<file path="src/rtl/move_cmd_gen.sv">
// move_cmd_gen: debounced WASD/speed keys to movement code + speed with a valid/ready refresh handshake.
// Optional build macro MOVE_CMD_RAMP_EN: speed ramps up from 1 whenever motion starts from stop.
module move_cmd_gen #(
    parameter int DEBOUNCE_CYCLES = 50_000,
    parameter int REFRESH_CYCLES  = 5_000_000,
    parameter int RAMP_CYCLES     = 2_500_000,
    parameter int SPEED_INIT      = 5,
    parameter int SPEED_MAX       = 9
) (
    input  logic       clk,
    input  logic       rst,
    input  logic       key_w,
    input  logic       key_a,
    input  logic       key_s,
    input  logic       key_d,
    input  logic       spd_up,
    input  logic       spd_dn,
    input  logic       ready,
    output logic [3:0] move_cmd,
    output logic [3:0] speed_level,
    output logic       valid
);
    localparam logic [3:0] STOP = 4'd8;
    localparam int DW = $clog2(DEBOUNCE_CYCLES);
    localparam int FW = $clog2(REFRESH_CYCLES);

    typedef enum logic {IDLE, PEND} state_t;

    logic [5:0]    w_raw;
    logic [5:0]    r_sync1, r_sync2, r_deb;
    logic [DW-1:0] r_db_cnt [6];
    logic          r_up_q, r_dn_q, w_up, w_dn;
    logic [3:0]    r_target, w_cmd, w_speed_nxt, r_move, r_speed;
    logic [FW-1:0] r_rf_cnt, w_rf_inc, w_rf_nxt;
    logic          w_expire, w_chg;
    state_t        r_state, w_state_nxt;

    assign w_raw = {spd_dn, spd_up, key_d, key_s, key_a, key_w};

    always_ff @(posedge clk) begin
        if (rst) begin
            r_sync1 <= '0;
            r_sync2 <= '0;
            r_deb   <= '0;
            for (int i = 0; i < 6; i++) r_db_cnt[i] <= '0;
        end else begin
            r_sync1 <= w_raw;
            r_sync2 <= r_sync1;
            for (int i = 0; i < 6; i++) begin
                if (r_sync2[i] == r_deb[i]) begin
                    r_db_cnt[i] <= '0;
                end else if (r_db_cnt[i] == DW'(DEBOUNCE_CYCLES - 1)) begin
                    r_deb[i]    <= r_sync2[i];
                    r_db_cnt[i] <= '0;
                end else begin
                    r_db_cnt[i] <= r_db_cnt[i] + 1'b1;
                end
            end
        end
    end

    // Key bits ordered {w, a, s, d}; anything not listed is stop.
    always_comb begin
        w_cmd = STOP;
        case (r_deb[3:0] == 4'b0 ? 4'b0 : {r_deb[0], r_deb[1], r_deb[2], r_deb[3]})
            4'b1000: w_cmd = 4'd0;
            4'b1100: w_cmd = 4'd1;
            4'b1001: w_cmd = 4'd2;
            4'b0010: w_cmd = 4'd3;
            4'b0100: w_cmd = 4'd4;
            4'b0001: w_cmd = 4'd5;
            4'b0110: w_cmd = 4'd6;
            4'b0011: w_cmd = 4'd7;
            default: w_cmd = STOP;
        endcase
    end

    assign w_up = r_deb[4] & ~r_up_q;
    assign w_dn = r_deb[5] & ~r_dn_q;

    always_ff @(posedge clk) begin
        if (rst) begin
            r_up_q   <= 1'b0;
            r_dn_q   <= 1'b0;
            r_target <= 4'(SPEED_INIT);
        end else begin
            r_up_q <= r_deb[4];
            r_dn_q <= r_deb[5];
            if (w_up && !w_dn && r_target < 4'(SPEED_MAX))
                r_target <= r_target + 4'd1;
            else if (w_dn && !w_up && r_target != 4'd0)
                r_target <= r_target - 4'd1;
        end
    end

`ifdef MOVE_CMD_RAMP_EN
    localparam int RW = $clog2(RAMP_CYCLES);
    logic [RW-1:0] r_ramp_cnt;
    logic          w_ramp_step, w_start;

    assign w_start     = (w_cmd != STOP) && (r_move == STOP);
    assign w_ramp_step = (r_ramp_cnt == RW'(RAMP_CYCLES - 1));

    // Decreases and the stop code snap straight to the target; only rises are paced.
    always_comb begin
        w_speed_nxt = r_target;
        if (w_start)
            w_speed_nxt = (r_target == 4'd0) ? 4'd0 : 4'd1;
        else if (w_cmd != STOP && r_speed < r_target)
            w_speed_nxt = w_ramp_step ? r_speed + 4'd1 : r_speed;
    end

    always_ff @(posedge clk) begin
        if (rst || w_cmd == STOP || w_start || r_speed >= r_target || w_ramp_step)
            r_ramp_cnt <= '0;
        else
            r_ramp_cnt <= r_ramp_cnt + 1'b1;
    end
`else
    assign w_speed_nxt = r_target;
`endif

    assign w_chg    = (w_cmd != r_move) || (w_speed_nxt != r_speed);
    assign w_rf_inc = r_rf_cnt + 1'b1;
    assign w_expire = (w_rf_inc == FW'(REFRESH_CYCLES - 1));

    // A change arriving in the same cycle as ready keeps the command pending.
    always_comb begin
        w_state_nxt = r_state;
        w_rf_nxt    = r_rf_cnt;
        if (r_state == IDLE) begin
            w_state_nxt = (w_chg || w_expire) ? PEND : IDLE;
            w_rf_nxt    = (w_chg || w_expire) ? '0 : w_rf_inc;
        end else begin
            w_state_nxt = (ready && !w_chg) ? IDLE : PEND;
        end
    end

    always_ff @(posedge clk) begin
        if (rst) begin
            r_state  <= IDLE;
            r_rf_cnt <= '0;
            r_move   <= STOP;
            r_speed  <= 4'(SPEED_INIT);
        end else begin
            r_state  <= w_state_nxt;
            r_rf_cnt <= w_rf_nxt;
            r_move   <= w_cmd;
            r_speed  <= w_speed_nxt;
        end
    end

    assign move_cmd    = r_move;
    assign speed_level = r_speed;
    assign valid       = (r_state == PEND);
endmodule

</file>
<file path="config.mk">
export PLATFORM = sky130hd
export DESIGN_NAME = move_cmd_gen
export DESIGN_NICKNAME = d
export VERILOG_FILES = /design/src/rtl/move_cmd_gen.sv
export SDC_FILE = /design/constraint.sdc
export NUM_CORES = 1
export LEC_CHECK = 0
export CAP_MARGIN = 20
export CORE_MARGIN = 1.5
export CORE_UTILIZATION = 45
export DETAILED_ROUTE_END_ITERATION = 8
export SYNTH_ARGS = -nofsm -noshare
export SYNTH_HDL_FRONTEND = slang
export SYNTH_SLANG_ARGS = --single-unit
</file>
<file path="constraint.sdc">
create_clock -name clk -period 3.2 [get_ports clk]
set_input_delay 0.64 -clock clk [delete_from_list [all_inputs] [get_ports clk]]
set_output_delay 0.64 -clock clk [all_outputs]
set_load 0.02 [all_outputs]
</file>
==> flow_metrics.py, run 1 <==
metrics = {
    "placement": {
        "hpwl_um": 10400,
        "postPlaceCellArea_um2": 8700,
        "port_buffers": 17,
        "placed_cells": 1098,
        "gp_congestion": 0.821,
    },
    "status": {
        "outcome": "complete, no violations",
    },
    "power": {
        "peakVddDrop_v": 0.000365,
        "sequentialPowerShare": 0.502,
        "p_leak_nw": 3.37,
        "power_density_nw_per_um2": 473,
        "switchingPower_w": 0.000903,
        "internal-power_w": 0.00349,
        "combPwrFrac": 0.033,
        "clkPwrFrac": 0.465,
        "swShare": 0.205,
    },
    "sta": {
        "rsz0062_at_grt": "false",
        "max_freq_ghz": 0.397,
        "drv_slew": 0,
        "period_share": 0.786,
        "fin_tns_setup_ps": 0,
        "fin_hold_ws_ps": 436,
        "maxSlewHeadroom": 0.571,
        "worst_pin_slew_ps": 643,
        "hold_viol_final": 0,
        "fin_worst_skew_ps": 16.3,
        "setup_viol": 0,
        "fin_crit_ps": 2520,
    },
    "clock_network": {
        "cts_buffer_depth": 2,
        "numCtsBuffers": 17,
        "post_cts_buffers": 0,
        "clock_latency_ps": 430,
        "path_clk_slew_ps": 60,
        "cts_tree": "yes",
        "ctsResizeCount": 0,
        "htreeDepth": 4,
        "cts_hold_buffers": 0,
        "ctsRootBufferMaster": "clkbuf_16",
        "cts_num_sinks": 152,
    },
    "layout": {
        "seq_area_um2": 4000,
        "area_growth_pct": 15.3,
        "num-nets-final": 912,
        "fin_area_um2": 9300,
        "fin_cells": 1130,
        "nFillCells": 1576,
        "drive_gt1_frac": 0.0818,
        "multi_input_area_um2": 4170,
        "antenna_cells": 0,
    },
    "drt": {
        "vias": 5634,
        "wirelength_um": 14600,
        "viasPerCell": 4.99,
        "drtIter0Drc": 240,
        "firstDrtPassIters": 5,
        "final_antenna_net_count": 0,
        "drc": 0,
        "wl_per_cell_um": 12.9,
    },
    "grt": {
        "grt_pass1_wl_um": 24900,
        "grt_usage": 0.169,
        "grt_max_degree": 28,
        "grt_overflow_total": 0,
        "antenna_found_initial": 0,
        "grt_pass1_vias": 5438,
    },
    "worst_setup_path": {
        "critPathMaxStageDelay_ps": 730,
        "path_buf_inv": 1,
        "crit_slowest_cell": "dfxtp_1",
        "crit_path_end_kind": "primary output",
        "critPathTopFamily": "flip-flops",
        "crit_type": "reg -> out",
        "path_max_fanout": 17,
        "start_kind": "flop",
        "worstPathRequired_ps": 2560,
        "worstPathArrival_ps": 1880,
        "crit_chain": "clkdlybuf4s50_1",
    },
    "synth": {
        "syn_inst": 791,
        "syn-mean-instance-area_um2": 10.2,
        "synth_edf_count": 96,
        "yosysUniqueCellTypes": 67,
        "ys_seq_area_frac": 0.496,
        "post_synth_instance_area_um2": 8070,
        "ys_ff_latch": 152,
        "synthArstFlopShare": 0,
        "yosys_warnings": 0,
        "synth_flop_cell": "edfxtp_1",
    },
    "floorplanning": {
        "rows": 48,
        "die_h_um": 137,
        "pin_count": 18,
        "die_x_um": 137,
        "initial_core_util": 0.463,
        "dieArea_um2": 18700,
        "core_um2": 17400,
    },
    "job": {
        "drv_cap": 0,
    },
    "worst_hold_path": {
        "hp-class": "reg -> reg",
    },
}
## path summary, 6_finish.rpt
path	startpoint	end	slack (ps)	cells past startpoint
setup / recovery	valid	valid	680	1
hold / removal	r_sync1[4]	r_sync2[4]	440	1
setup reg to reg	r_rf_cnt[15]	r_rf_cnt[8]	690	7
hold reg to reg	r_sync1[4]	r_sync2[4]	440	1
## synth_stat cells (all sizes together), types with 10 or more instances
library cell	number	area share
nand3	45	0.029
dfxtp	56	0.14
nor2b	19	0.015
xor2	64	0.069
nand4	18	0.016
nor3	37	0.035
xnor2	55	0.060
nand2	55	0.026
and3	36	0.028
buf	10	0.0091
edfxtp	96	0.36
ha	10	0.016
o21ai	13	0.0085
a21oi	10	0.0062
inv	14	0.0065
nor2	130	0.060
clkbuf	23	0.015
## cell type report
type,count,share of cell area
clock buffers,24,0.0518
clock inverters,8,0.0128
inverters,14,0.00565
multi-input cells,686,0.448
flip-flops and latches,152,0.430
well taps,225,0.0303
repair buffers,21,0.0210
## metal layers
| metal | global-route usage | vias up | wire, µm |
|---|---|---|---|
| met5 | 0 | - | 0 |
| met4 | 0.0550 | 0 | 170 |
| li1 | - | 2897 | - |
| met2 | 0.272 | 65 | 6920 |
| met3 | 0.0533 | 15 | 395 |
| met1 | 0.216 | 2657 | 7080 |
## cells by family (layout without fill, tap and decap cells)
kind of cell / Yosys count / in the layout / synth area share
mux: 9 / 9 / 0.0112
xor+xnor: 119 / 119 / 0.129
other cells: 1 / 96 / 0.000465
fa+ha+maj: 11 / 11 / 0.0180
flops: 152 / 152 / 0.496
simple gates: 403 / 403 / 0.271
compound gates: 48 / 48 / 0.0426
buf+inv: 48 / 67 / 0.0318
## metrics by stage
stage	util	worst slack [ps]	power (W)
3_3_place_gp	0.500	764	0.00238
3_5_place_dp	0.500	680	0.00239
6_report	0.534	684	0.00440
4_1_cts	0.534	671	0.00445
5_1_grt	0.534	524	0.00458
2_1_floorplan	-	851	0.00235
## layout by cell type (no fill, tap or decap), types with 5 or more instances in the layout
master | netlist | final
nor4b_1 | 5 | 5
nand3_1 | 44 | 44
clkbuf_16 | 0 | 17
nor3_2 | 20 | 20
nand4_1 | 17 | 17
nand2b_1 | 5 | 5
dfxtp_1 | 56 | 56
nor2b_1 | 19 | 19
clkdlybuf4s50_1 | 0 | 16
conb_1 | 1 | 96
o21ai_0 | 12 | 12
nand2_1 | 55 | 55
ha_1 | 10 | 10
or3_1 | 9 | 9
nor4_1 | 9 | 9
mux2i_1 | 9 | 9
xor2_1 | 64 | 64
and3_1 | 34 | 34
nor3_1 | 17 | 17
nor2_1 | 130 | 130
a21oi_1 | 10 | 10
xnor2_1 | 55 | 55
inv_1 | 14 | 14
and4_1 | 6 | 6
edfxtp_1 | 96 | 96
## power groups by stage
stage | Clock (W) | Sequential, W | Combinational, W
after floorplan | 0 | 0.00223 | 0.000118
after global placement | 0 | 0.00224 | 0.000142
after global routing | 0.00220 | 0.00222 | 0.000169
after detailed placement | 0 | 0.00225 | 0.000144
after CTS | 0.00210 | 0.00221 | 0.000145
final | 0.00204 | 0.00221 | 0.000146
## state kept, by name, summed over array words and instances (netlist names)
name and flops:
r_target 4, speed_level 4, r_rf_cnt 23, r_up_q 1, valid 1, r_dn_q 1, r_deb 6, r_sync1 6
r_db_cnt 96, move_cmd 4, r_sync2 6
No activity file was read; power rests on OpenSTA's default activity.
==> run 2, diff against run 1 <==
- clock period: 3.2 -> 2.5 ns (I/O delays scaled with it)
==> run 2 against run 1 <==
Register-to-register slack worse by 560 ps. Routed wire length up 0.97%. Critical path depth up 6. Die area unchanged. Utilization up 1.2 points. Cell area grew 2.3%. Clock skew fell by 11 ps. Clock power up 37%. Critical endpoint is now r_rf_cnt[4]. Largest power group unchanged.
==> flow_metrics.py, run 2 (synthesis results as in run 1) <==
metrics = {
    "grt": {
        "met3_usage": 0.0337,
        "antenna_found_initial": 0,
        "grt_pass1_wl_um": 25200,
        "grt-busiest-layer": "met2",
        "grt_overflow_total": 0,
        "grt_usage": 0.169,
        "grt_use_met2": 0.285,
        "grt_max_degree": 21,
        "grt_pass1_vias": 5581,
        "grt.met1_usage": 0.214,
    },
    "worst_setup_path": {
        "worstPathArrival_ps": 2660,
        "path_max_fanout": 20,
        "start_kind": "flop",
        "worstPathRequired_ps": 2790,
        "crit_path_end_kind": "flop",
        "crit_type": "reg -> reg",
    },
    "floorplanning": {
        "dieArea_um2": 18700,
        "core_um2": 17400,
        "pin_count": 18,
        "initial_core_util": 0.463,
        "rows": 48,
        "die_h_um": 137,
        "die_x_um": 137,
    },
    "drt": {
        "firstDrtPassIters": 5,
        "wirelength_um": 14700,
        "viasPerCell": 4.97,
        "vias": 5713,
        "wl_per_cell_um": 12.8,
        "drtIter0Drc": 252,
        "final_antenna_net_count": 0,
        "drc": 0,
    },
    "layout": {
        "antenna_cells": 0,
        "utilization": 0.546,
        "largest_reg_flops": 96,
        "most-common-layout-cells": "nor2_1 (130), edfxtp_1 (96), conb_1 (96), xor2_1 (64), dfxtp_1 (56)",
        "area_growth_pct": 17.9,
        "layout_commonest_cell": "nor2_1",
        "top_regs": "r_db_cnt x96, r_rf_cnt x23",
        "num-nets-final": 932,
        "drive_gt1_frac": 0.103,
        "fin_cells": 1150,
        "regMostFlops": "r_db_cnt",
    },
    "clock_network": {
        "cts_num_sinks": 152,
        "path_clk_slew_ps": 60,
        "cts_tree": "yes",
        "htreeDepth": 4,
        "ctsRootBufferMaster": "clkbuf_16",
        "numCtsBuffers": 17,
        "cts_buffer_depth": 2,
        "clock_latency_ps": 410,
    },
    "sta": {
        "maxSlewHeadroom": 0.567,
        "setup_viol": 0,
        "drv_slew": 0,
        "rsz0062_at_grt": "false",
        "worst_pin_slew_ps": 643,
        "period_share": 0.949,
        "hold_viol_final": 0,
        "fin_ws_ps": 127,
        "fin_tns_setup_ps": 0,
        "fin_worst_skew_ps": 5.13,
        "fin_crit_ps": 2370,
        "max_freq_ghz": 0.421,
    },
    "placement": {
        "port_buffers": 17,
        "gp_congestion": 0.897,
        "hpwl_um": 10600,
        "post-place-ws_ps": 116,
        "placed_cells": 1118,
    },
    "power": {
        "power_density_nw_per_um2": 611,
        "p_leak_nw": 3.50,
        "peakVddDrop_v": 0.000464,
    },
    "worst_hold_path": {
        "hp-class": "reg -> reg",
    },
    "status": {
        "outcome": "complete, no violations",
    },
    "job": {
        "drv_cap": 0,
    },
}
-- run 2: changes by cell type in the layout (fill, tap and decap cells not counted), sizes merged --
cell / before / now
clkinv: 4 / 3
buf: 5 / 25
clkbuf: 24 / 23
bufinv: 3 / 5
-- run 2: power breakdown --
part / switching (W) / internal (W) / total [W]
Combinational: 0.000110 / 0.0000855 / 0.000195
Sequential: 0.0000747 / 0.00275 / 0.00282
Clock: 0.000954 / 0.00184 / 0.00280
Total: 0.00114 / 0.00468 / 0.00581
-- run 2: worst paths after layout --
kind                 from     endpoint  cells after the start  slack, ps
min            r_sync1[2]   r_sync2[2]                      1        440
max reg2reg  r_rf_cnt[15]  r_rf_cnt[4]                      7        130
max          r_rf_cnt[15]  r_rf_cnt[4]                      7        130
min reg2reg    r_sync1[2]   r_sync2[2]                      1        440
-- run 2: repair_timing --
action,4_1_cts,5_1_grt
setup endpoints to repair,0,20
hold buffers,0,0
gates resized for setup,0,1
buffers inserted,0,0
-- run 2: metal layers --
metal  vias to the layer above  part of all wire
li1                       2930                 -
met1                      2694              0.47
met2                        72              0.49
met3                        17             0.029
met4                         0             0.013
met5                         -                 0
-- run 2: stage by stage --
stage	area [µm²]	hold slack [ps]	power, W
floorplan	8430	414	0.00301
global placement	8870	426	0.00306
detailed placement	8870	431	0.00307
CTS	9510	446	0.00589
global route	9520	447	0.00602
finish	9520	438	0.00581
-- run 2: worst max-delay path, cell delays in order, from the launching register on --
cell and delay (ps):
dfxtp_1 470, nand3_4 100, or4_4 540, a211o_1 230, a21o_1 190, a2111oi_4 400
buf_12 240, nor3_2 60
-- run 2: layout make-up --
| type | count | area [µm²] |
|---|---|---|
| fillers | 1594 | 7900 |
| multi-input cells | 686 | 4170 |
| flip-flops and latches | 152 | 4000 |
| clock buffers | 23 | 478 |
| repair buffers | 41 | 358 |
| well taps | 225 | 282 |
| clock inverters | 9 | 169 |
| inverters | 14 | 52.6 |
==> RTL change (settings of run 1) <==
Put one more register stage on the output `speed_level`, cleared by the reset. The value now appears one clock later. The other outputs are not delayed to match.
--- a/src/rtl/move_cmd_gen.sv
+++ b/src/rtl/move_cmd_gen.sv
@@ -152,5 +152,11 @@
 
     assign move_cmd    = r_move;
-    assign speed_level = r_speed;
+    always_ff @(posedge clk) begin
+        if (rst) begin
+            speed_level <= '0;
+        end else begin
+            speed_level <= r_speed;
+        end
+    end
     assign valid       = (r_state == PEND);
 endmodule
Check against the original RTL: not equivalent (Yosys sat finds a counterexample within 4 cycles, from zero or initial values and one cycle with rst high).
==> RTL change against run 1 <==
- die area fell by 0.34%
- register-to-register slack lost 0.23 ns
- routed wire length is essentially flat
- worst setup slack got worse by 0.22 ns
- critical path type is now flip-flop to flip-flop
- sequential cell count is 4 higher
- sequential power rose by 2%
- non-clock buffer count increased by 2
- final area is 0.23% higher
- sequential share of layout area up 0.76 points
- area after synthesis down 0.36%
- power grew 0.66%
==> RTL change: results (changes against run 1) <==
| Metric | Value |
|---|---|
| Pre-CTS setup slack | `0.509 ns (-0.171 ns)` |
| Count of unique library cells instantiated by Yosys | `63 (-6.0%)` |
| Critical path type | `flip-flop to flip-flop` |
| Critical R2R Launch | `r_rf_cnt[0]$_SDFFE_PP0N_` |
| Signal buf overhead | `0.0225 (+0.00156)` |
| Met2 Usage GRT | `0.269 (-0.00279)` |
| RePlAce Congestion | `0.880 (+7.2%)` |
| Metal-1 WL | `6.93 mm (-2.0%)` |
| Area of the multi-input gates | `4090 um^2 (-1.9%)` |
| Invs w/o clock | `19 (+5)` |
| Initial drt markers | `349 (+45%)` |
| Final worst slack | `0.461 ns (-0.223 ns)` |
| Worst Hold Endpoint | `r_sync2[3]$_SDFF_PP0_` |
| Seq_cells | `156 (+2.6%)` |
| Crit Path Max Fanout | `14 (-3)` |
| Maximum VDD drop | `0.000378 V (+3.4%)` |
| Leak pwr | `3.31 nW (-1.8%)` |
| Status | `complete, no violations` |
| Vias in the first global route | `5,458 (+0.37%)` |
| Min-delay src | `r_sync1[3]$_SDFF_PP0_` |
| Plain + repair buffers | `23 (+9.5%)` |
| Seq area share | `0.438 (+0.00761)` |
| R2r worst-path depth | `9 (+2)` |
| Slew @ Worst Pin | `0.602 ns (-0.0411 ns)` |
| Largest cells by area after synthesis | `edfxtp_1 (36%), dfxtp_1 (15%), xnor2_1 (6.6%), nor2_1 (6.5%), xor2_1 (6.1%)` |
| Dpl cells | `1,110 (+1.1%)` |
| Total die area | `18,700 um^2 (-0.34%)` |
| Overall routed net length | `14.6 mm (about the same)` |
| Met3 routed WL | `435 um (+10%)` |
| DR WL met2 | `7.00 mm (+1.2%)` |
| Syn_area_per_cell | `10.0 um^2 (-1.7%)` |
| Proportion of synthesized chip area in sequential cells | `0.508 (+0.0117)` |
| Placed cell areas | `8740 um^2 (+0.40%)` |
| Worst Setup EP | `r_rf_cnt[19]$_SDFFE_PP0N_` |
| Layout cells sized above 1 | `0.0523 (-0.0294)` |
| Routed wire per std cell | `12.8 um (-0.97%)` |
| Gr usage total | `0.167 (-0.00180)` |
| GR Util met1 | `0.219 (+0.00293)` |
| Met3 usage | `0.0363 (-0.0170)` |
| Fillers | `1,594 (+1.1%)` |
| Multi-In Gates | `687 (+0.15%)` |
| CP arrival | `3.01 ns (+1.13 ns)` |
| Clk tree area frac | `0.0629 (-0.00162)` |
-- RTL change: changes by cell type after synthesis, sizes merged, moves of 6 or more --
cell,change
a211oi,+15
and3,-12
nand4,+6
nor2,+10
nor2b,+8
nor3,-23
or3,+6
xnor2,+6
xor2,-8
-- RTL change: logic make-up after synthesis --
family                     share of synthesized area
xor gates and xnor gates                       0.127
and+or+nand+nor                                0.252
buffers and inverters                         0.0277
other                                       0.000466
muxes                                         0.0128
adders and majority gates                     0.0180
DFF                                            0.508
AOI/OAI and AO/OA                             0.0541
-- RTL change: worst max-delay path, cell delays in order (launching register included) --
cell and delay [ns]:
dfxtp_1 0.43, ha_1 0.33, nand3_1 0.28, buf_4 0.26
o32a_1 0.33, o32ai_1 0.25, o2111ai_1 0.21, nor4_4 0.17
buf_4 0.24, a211oi_1 0.10
-- RTL change: power breakdown --
part           switching [mW]  internal, mW  leakage (nW)
Combinational          0.0842        0.0659          1.55
Clock                   0.761          1.25         0.284
Sequential             0.0619          2.20          1.48
Total                   0.907          3.52          3.31
